--- src/rtl/cpu_pkg.sv ---
// Shared constants and types for the micro CPU core:
// opcode fields, ALU sub-ops and the run/halt state encoding.
package cpu_pkg;

    localparam int DW_DEF = 4;
    localparam int AW     = 4;
    localparam int DEPTH  = 16;

    localparam int F_RD_HI = 5;
    localparam int F_RD_LO = 3;
    localparam int F_RS_HI = 2;
    localparam int F_RS_LO = 0;
    localparam int F_IMM_HI = 3;

    localparam logic [1:0] OP2_MOV  = 2'b00;
    localparam logic [1:0] OP2_ALU  = 2'b01;
    localparam logic [3:0] OP4_JNC  = 4'h8;
    localparam logic [3:0] OP4_JMP  = 4'h9;
    localparam logic [3:0] OP4_MVI  = 4'hA;
    localparam logic [3:0] OP4_HLT  = 4'hF;
    localparam logic [4:0] OP5_IN   = 5'b11000;
    localparam logic [4:0] OP5_OUTZ = 5'b11001;

    typedef enum logic [2:0] {
        ALU_ADD,
        ALU_OR,
        ALU_AND,
        ALU_XOR,
        ALU_INC,
        ALU_NOT,
        ALU_ROR,
        ALU_ROL
    } alu_op_e;

    typedef enum logic {
        ST_RUN,
        ST_HALT
    } cpu_state_e;

endpackage

--- src/rtl/micro_cpu_core_if.sv ---
// Program-load bus between the host and the core.
interface micro_cpu_core_if;

    logic       prog_we;
    logic [3:0] prog_addr;
    logic [7:0] prog_wdata;

    modport master (
        output prog_we,
        output prog_addr,
        output prog_wdata
    );

    modport slave (
        input prog_we,
        input prog_addr,
        input prog_wdata
    );

endinterface

--- src/rtl/cpu_prog_ram.sv ---
// 16x8 program store: synchronous write, asynchronous read.
module cpu_prog_ram
    import cpu_pkg::*;
(
    input  logic          clk,
    input  logic          i_we,
    input  logic [AW-1:0] i_waddr,
    input  logic [7:0]    i_wdata,
    input  logic [AW-1:0] i_raddr,
    output logic [7:0]    o_rdata
);

    logic [7:0] r_mem [DEPTH];

    always_ff @(posedge clk) begin
        if (i_we) begin
            r_mem[i_waddr] <= i_wdata;
        end
    end

    assign o_rdata = r_mem[i_raddr];

endmodule

--- src/rtl/micro_cpu_core.sv ---
// Tiny accumulator CPU: 8 registers, carry flag, 16-word program,
// free-run on tick or single-step on a step-button edge.
module micro_cpu_core
    import cpu_pkg::*;
#(
    parameter int DW = DW_DEF,
    parameter int PW = 8
)
(
    input  logic            clk,
    input  logic            rst,
    input  logic            run,
    input  logic            tick,
    input  logic            step,
    input  logic            clr_halt,
    micro_cpu_core_if.slave prog,
    input  logic [DW-1:0]   in_port,
    input  logic [2:0]      dbg_sel,
    output logic [DW-1:0]   dbg_data,
    output logic [3:0]      pc,
    output logic [PW-1:0]   instr,
    output logic [DW-1:0]   out_port,
    output logic            carry,
    output logic            halted
);

    cpu_state_e    r_state;
    cpu_state_e    w_state_nx;
    logic [3:0]    r_pc;
    logic [3:0]    w_pc_nx;
    logic [DW-1:0] r_regs [8];
    logic [DW-1:0] w_regs_nx [8];
    logic          r_c;
    logic          w_c_nx;
    logic          r_step_q;

    logic [PW-1:0] w_instr;
    logic          w_step_rise;
    logic          w_exec;
    logic [2:0]    w_rd;
    logic [2:0]    w_rs;
    alu_op_e       w_alu;
    logic [DW-1:0] w_src;
    logic [DW-1:0] w_imm;
    logic [DW:0]   w_add;
    logic [DW:0]   w_inc;
    logic [3:0]    w_pc_inc;

    logic w_is_mov;
    logic w_is_alu;
    logic w_is_jnc;
    logic w_is_jmp;
    logic w_is_mvi;
    logic w_is_in;
    logic w_is_outz;
    logic w_is_hlt;

    cpu_prog_ram u_ram (
        .clk     (clk),
        .i_we    (prog.prog_we),
        .i_waddr (prog.prog_addr),
        .i_wdata (prog.prog_wdata),
        .i_raddr (r_pc),
        .o_rdata (w_instr)
    );

    assign w_step_rise = step & ~r_step_q;
    assign w_exec = (r_state == ST_RUN)
                  && (run ? tick : w_step_rise);

    assign w_rd     = w_instr[F_RD_HI:F_RD_LO];
    assign w_rs     = w_instr[F_RS_HI:F_RS_LO];
    assign w_alu    = alu_op_e'(w_instr[F_RD_HI:F_RD_LO]);
    assign w_src    = r_regs[w_rs];
    assign w_imm    = DW'(w_instr[F_IMM_HI:0]);
    assign w_add    = {1'b0, r_regs[0]} + {1'b0, w_src};
    assign w_inc    = {1'b0, w_src} + {{DW{1'b0}}, 1'b1};
    assign w_pc_inc = r_pc + 4'd1;

    assign w_is_mov  = (w_instr[7:6] == OP2_MOV);
    assign w_is_alu  = (w_instr[7:6] == OP2_ALU);
    assign w_is_jnc  = (w_instr[7:4] == OP4_JNC);
    assign w_is_jmp  = (w_instr[7:4] == OP4_JMP);
    assign w_is_mvi  = (w_instr[7:4] == OP4_MVI);
    assign w_is_in   = (w_instr[7:3] == OP5_IN);
    assign w_is_outz = (w_instr[7:3] == OP5_OUTZ);
    assign w_is_hlt  = (w_instr[7:4] == OP4_HLT);

    // Carry is sticky: arithmetic may only set it, JNC clears it.
    always_comb begin
        w_state_nx = r_state;
        w_pc_nx    = r_pc;
        w_regs_nx  = r_regs;
        w_c_nx     = r_c;
        if (w_exec) begin
            w_pc_nx = w_pc_inc;
            unique case (1'b1)
                w_is_mov: w_regs_nx[w_rd] = w_src;
                w_is_alu: begin
                    unique case (w_alu)
                        ALU_ADD: begin
                            w_regs_nx[0] = w_add[DW-1:0];
                            if (w_add[DW]) w_c_nx = 1'b1;
                        end
                        ALU_OR:  w_regs_nx[0] = r_regs[0] | w_src;
                        ALU_AND: w_regs_nx[0] = r_regs[0] & w_src;
                        ALU_XOR: w_regs_nx[0] = r_regs[0] ^ w_src;
                        ALU_INC: begin
                            w_regs_nx[w_rs] = w_inc[DW-1:0];
                            if (w_inc[DW]) w_c_nx = 1'b1;
                        end
                        ALU_NOT: w_regs_nx[w_rs] = ~w_src;
                        ALU_ROR: w_regs_nx[w_rs] =
                            {w_src[0], w_src[DW-1:1]};
                        ALU_ROL: w_regs_nx[w_rs] =
                            {w_src[DW-2:0], w_src[DW-1]};
                    endcase
                end
                w_is_jnc: begin
                    w_pc_nx = r_c ? w_pc_inc : w_instr[3:0];
                    w_c_nx  = 1'b0;
                end
                w_is_jmp: w_pc_nx = w_instr[3:0];
                w_is_mvi: w_regs_nx[0] = w_imm;
                w_is_in:  w_regs_nx[w_rs] = in_port;
                w_is_outz: begin
                    if (w_src == '0) w_pc_nx = r_pc + 4'd2;
                end
                w_is_hlt: begin
                    w_pc_nx    = r_pc;
                    w_state_nx = ST_HALT;
                end
                default: ;
            endcase
        end else if (r_state == ST_HALT && clr_halt) begin
            w_state_nx = ST_RUN;
            w_pc_nx    = w_pc_inc;
        end
    end

    always_ff @(posedge clk) begin
        if (!rst) begin
            r_state  <= ST_RUN;
            r_pc     <= '0;
            r_c      <= 1'b0;
            r_step_q <= 1'b0;
            for (int i = 0; i < 8; i++) begin
                r_regs[i] <= '0;
            end
        end else begin
            r_state  <= w_state_nx;
            r_pc     <= w_pc_nx;
            r_c      <= w_c_nx;
            r_step_q <= step;
            r_regs   <= w_regs_nx;
        end
    end

    assign dbg_data = r_regs[dbg_sel];
    assign pc       = r_pc;
    assign instr    = w_instr;
    assign out_port = r_regs[6];
    assign carry    = r_c;
    assign halted   = (r_state == ST_HALT);

endmodule

--- src/flat_wrapper.sv ---
// flat-port wrapper written by rule: the top's interface ports become plain ports
module micro_cpu_core_flat import cpu_pkg::*;
#(
    parameter int DW = DW_DEF,
    parameter int PW = 8
)
  (clk, rst, run, tick, step, clr_halt, in_port, dbg_sel, dbg_data, pc, instr, out_port, carry, halted, prog_prog_we, prog_prog_addr, prog_prog_wdata);
  micro_cpu_core_if prog_i ();
  input  logic clk;
  input  logic rst;
  input  logic run;
  input  logic tick;
  input  logic step;
  input  logic clr_halt;
  input  logic [DW-1:0] in_port;
  input  logic [2:0] dbg_sel;
  output logic [DW-1:0] dbg_data;
  output logic [3:0] pc;
  output logic [PW-1:0] instr;
  output logic [DW-1:0] out_port;
  output logic carry;
  output logic halted;
  input wire logic [$bits(prog_i.prog_we)-1:0] prog_prog_we;
  input wire logic [$bits(prog_i.prog_addr)-1:0] prog_prog_addr;
  input wire logic [$bits(prog_i.prog_wdata)-1:0] prog_prog_wdata;
  assign prog_i.prog_we = prog_prog_we;
  assign prog_i.prog_addr = prog_prog_addr;
  assign prog_i.prog_wdata = prog_prog_wdata;
  micro_cpu_core #(.DW(DW), .PW(PW)) u_core (.clk(clk), .rst(rst), .run(run), .tick(tick), .step(step), .clr_halt(clr_halt), .prog(prog_i), .in_port(in_port), .dbg_sel(dbg_sel), .dbg_data(dbg_data), .pc(pc), .instr(instr), .out_port(out_port), .carry(carry), .halted(halted));
endmodule
--- config.mk ---
export PLATFORM = sky130hd
export DESIGN_NAME = micro_cpu_core_flat
export DESIGN_NICKNAME = d
export VERILOG_FILES = /design/src/rtl/cpu_pkg.sv /design/src/rtl/micro_cpu_core_if.sv /design/src/rtl/cpu_prog_ram.sv /design/src/rtl/micro_cpu_core.sv /design/src/flat_wrapper.sv
export SDC_FILE = /design/constraint.sdc
export NUM_CORES = 1
export LEC_CHECK = 0
export ABC_AREA = 0
export BUFFER_PORTS_ARGS = -buffer_cell sky130_fd_sc_hd__buf_2
export CORE_ASPECT_RATIO = 1.4
export CORE_MARGIN = 4
export CORE_UTILIZATION = 55
export DETAILED_ROUTE_END_ITERATION = 7
export GPL_TIMING_DRIVEN = 1
export PLACE_DENSITY = 0.85
export SLEW_MARGIN = 30
export SYNTH_ARGS = -nofsm -noshare
export SYNTH_HDL_FRONTEND = slang
export SYNTH_SLANG_ARGS = --single-unit
--- constraint.sdc ---
create_clock -name clk -period 5.85 [get_ports clk]
set_clock_uncertainty 0.1 [all_clocks]
set_input_delay 0.585 -clock clk [delete_from_list [all_inputs] [get_ports clk]]
set_output_delay 0.585 -clock clk [all_outputs]
set_load 0.01 [all_outputs]
==> results.txt <==
status: finished, final reports clean
critical path's top delay family: compound AO/OA/AOI/OAI gates
hold wc startpoint: step
Sum Neg Setup Slack: 0 ns
main flop type after synthesis: edfxtp_1
row cnt: 56
largest net degree at the start of global routing: 38
WS Path Type: register to register
gr usage total: 34.3%
# Post-CTS Setup Buffers: 0
CP max stage cell: dfxtp_1
DRC: 0
slowest cell delay on critical path: 0.83 ns
NetSw: 0.00192 W
HPWL Detailed: 23.0 mm
Netlist Area Pre-Place: 9590 um^2
Port-buffer cells: 47
Design Area, Final: 10600 um^2
CP endpoint kind: register
# hold bufs at CTS: 0
share of the synthesized area in the top cell type: 40.1%
grt met2 use: 57.9%
Slew Limit Fails: 0
Area growth, synth to finish: 10.7%
vias in the first global route: 7735
clock buffer depth: 2
CTS sink count: 171
Routed WL per cell: 29.6 um
CP startpoint kind: register
io pins: 48
power per cell area: 417 nW/um^2
Rel. slew slack: 23.9%
# diodes: 0
f_max: 0.196 GHz
Hold WC Path Type: input port to register
Post-Place Worst Slack: 0.822 ns
Netlist cell types: 85
first-pass GRT wire length: 49.3 mm
ratio of cells with drive above 1 in the final layout: 22.6%
initial antenna violation count: 0
met1 Resource Use GR: 41.0%
die area: 19600 um^2
M3 GR Usage: 6.20%
initial core utilization: 56.6%
WP buf/inv: 1
Area after DPL: 10000 um^2
Required @ worst endpoint: 6.08 ns
Internal Dissipation: 0.00251 W
Die Wd: 120 um
Avg Inst Size Synth: 11.4 um^2
cell count after synthesis: 844
Seq cells post-synth: 171
sequential share of the synthesized area: 49.0%
Yosys warnings: 0
Clock Power Share: 25.8%
Die Y-Extent: 164 um
Peak VDD IR: 320 uV
crit-path max FO: 17
clock-pin slew on the worst setup and hold paths: 0.08 ns
setup violators final: 0
Final nets: 919
worst path cell trace: mux4_2, mux2i_4, nand2_1, nand2_1, inv_1, nor4_1, a21o_1, fa_1, o21ai_1, a2111oi_0, a221o_1, a21oi_1, o22ai_1, a21o_1
Worst Tran Pin Value: 1.14 ns
GP Congestion: 1.13
post-CTS resize count: 0
Skew-Pair Late Insertion Delay: 0.44 ns
DR vias/cell: 7.21
First-pass DRT Iterations: 7
RSZ-0062 raised after global routing: false
via count: 8115
clk root buf: clkbuf_16
iteration-0 DRC count of the detailed router: 1191
H-tree depth: 4
gr ovfl total: 0
Worst Path Arrival: 5.34 ns
number of enable flip-flop cells after synthesis: 128
leakage power: 3.53 nW
logic gate share of total power: 41.4%
Sw Share: 43.4%
worst hold slack: 0.261 ns
DRT antenna net count: 0
cell taking the most area after synthesis: edfxtp_1
busiest metal layer after global routing: met2
Mapped Nets: 883
sequential power share: 32.8%
# Max-Cap Violations: 0
largest cells by area after synthesis: edfxtp_1 40%, mux4_2 9.4%, dfxtp_1 9.0%, a21oi_1 2.9%, nor2_1 2.9%
Tcrit/Tclk final: 87.4%
CTS tree: done
final hold vios: 0
DRT Wirelength: 33.3 mm
asr flop ratio synth: 0%
Period minus WS final: 5.11 ns
final worst setup slack: 0.740 ns
Num CTS Buffers: 17
core area: 17000 um^2
-- path summary, 6_finish.rpt --
kind | end | slack (ns) | cells after the start
worst min register to register | register | 0.48 | 2
worst max-delay path | register | 0.74 | 14
worst max register to register | register | 0.74 | 14
worst min-delay path | u_core.r_step_q$_SDFF_PN0_ | 0.26 | 2
-- cells in the final DEF (no fill, tap or decap), types with 7 or more instances in the layout --
cell type / Yosys / layout
a211oi_1: 7 / 7
a21o_1: 9 / 9
a21oi_1: 56 / 56
a221oi_1: 8 / 8
a22oi_1: 9 / 9
a311oi_1: 8 / 8
a31oi_1: 24 / 24
buf_2: 15 / 47
buf_4: 12 / 29
clkbuf_16: 0 / 17
dfxtp_1: 43 / 41
edfxtp_1: 128 / 128
ha_1: 12 / 12
inv_1: 15 / 15
mux2_2: 8 / 8
mux2i_1: 17 / 17
mux4_2: 40 / 40
nand2_1: 44 / 44
nand2b_1: 10 / 10
nand3_1: 24 / 24
nand4_1: 11 / 11
nor2_1: 74 / 65
nor2_2: 6 / 15
nor2b_1: 8 / 8
nor3_1: 19 / 19
o211ai_1: 8 / 8
o21ai_0: 55 / 55
o221ai_1: 20 / 20
o22ai_1: 7 / 7
-- logic make-up (layout without fill, tap and decap cells) --
group,Yosys count,after routing,share of synthesized area [%]
AO/OA/AOI/OAI,281,281,20.4
XOR/XNOR,6,6,0.626
AND/OR/NAND/NOR,225,225,11.4
multiplexers,66,66,12.3
adder cells (fa/ha/maj),13,13,1.77
buffers and inverters,82,131,4.41
flip-flops,171,171,49.0
-- final cells by class --
class / instances / area (um^2)
sequential: 171 / 4710
fill: 1328 / 6340
inverter: 23 / 87.6
tap: 232 / 290
multi-input combinational: 591 / 4490
clock buffer: 18 / 429
timing repair buffer: 76 / 453
clock inverter: 14 / 160
-- worst register-to-register path, stage by stage (launching register included) --
cell and delay (ns):
dfxtp_1 0.83, mux4_2 0.63, mux2i_4 0.33, nand2_1 0.35
nand2_1 0.34, inv_1 0.16, nor4_1 0.42, a21o_1 0.41
fa_1 0.50, o21ai_1 0.17, a2111oi_0 0.10, a221o_1 0.28
a21oi_1 0.12, o22ai_1 0.10, a21o_1 0.16
-- synthesized netlist by cell type, drive strengths merged (3+ instances only) --
master   instances
a311oi           8
nor4             3
dfxtp           43
or3              3
a22oi            9
o22a             3
nor2            82
or3b             3
a211oi           8
o211ai           8
inv             19
clkinv           4
edfxtp         128
a2111oi          5
buf             37
nand2b          10
and3             3
o221ai          20
o2111ai          3
mux4            40
a21o             9
clkbuf          22
o21a             4
a21boi           5
nor2b            8
nor3            19
nand3           24
mux2i           18
mux2             8
a31oi           24
o21ai           65
o41ai            3
nand2           45
o22ai            7
o32ai            5
nand4           11
a222oi           4
xnor2            4
and2             6
a21oi           60
a221oi           8
ha              12
-- power groups by stage --
stage / clock [W] / combinational [W] / sequential, W
2_1_floorplan: 0 / 0.00123 / 0.00141
3_3_place_gp: 0 / 0.00174 / 0.00147
3_5_place_dp: 0 / 0.00175 / 0.00147
4_1_cts: 0.00114 / 0.00176 / 0.00145
5_1_grt: 0.00120 / 0.00193 / 0.00146
6_report: 0.00114 / 0.00183 / 0.00145
-- stage by stage --
step	total power [W]	std cells	utilization (%)
floorplan	0.00265	844	-
global route	0.00459	1125	62.6
global placement	0.00321	1093	59.0
CTS	0.00435	1125	62.5
detailed placement	0.00322	1093	59.1
finish	0.00443	1125	62.6
-- layer usage --
metal  vias to the layer above  share of wire [%]
met5                         -                  0
met4                         0                7.1
met3                       153                8.7
met2                       633                 49
met1                      3894                 36
li1                       3435                  -
(Power assumes the default switching activity.)
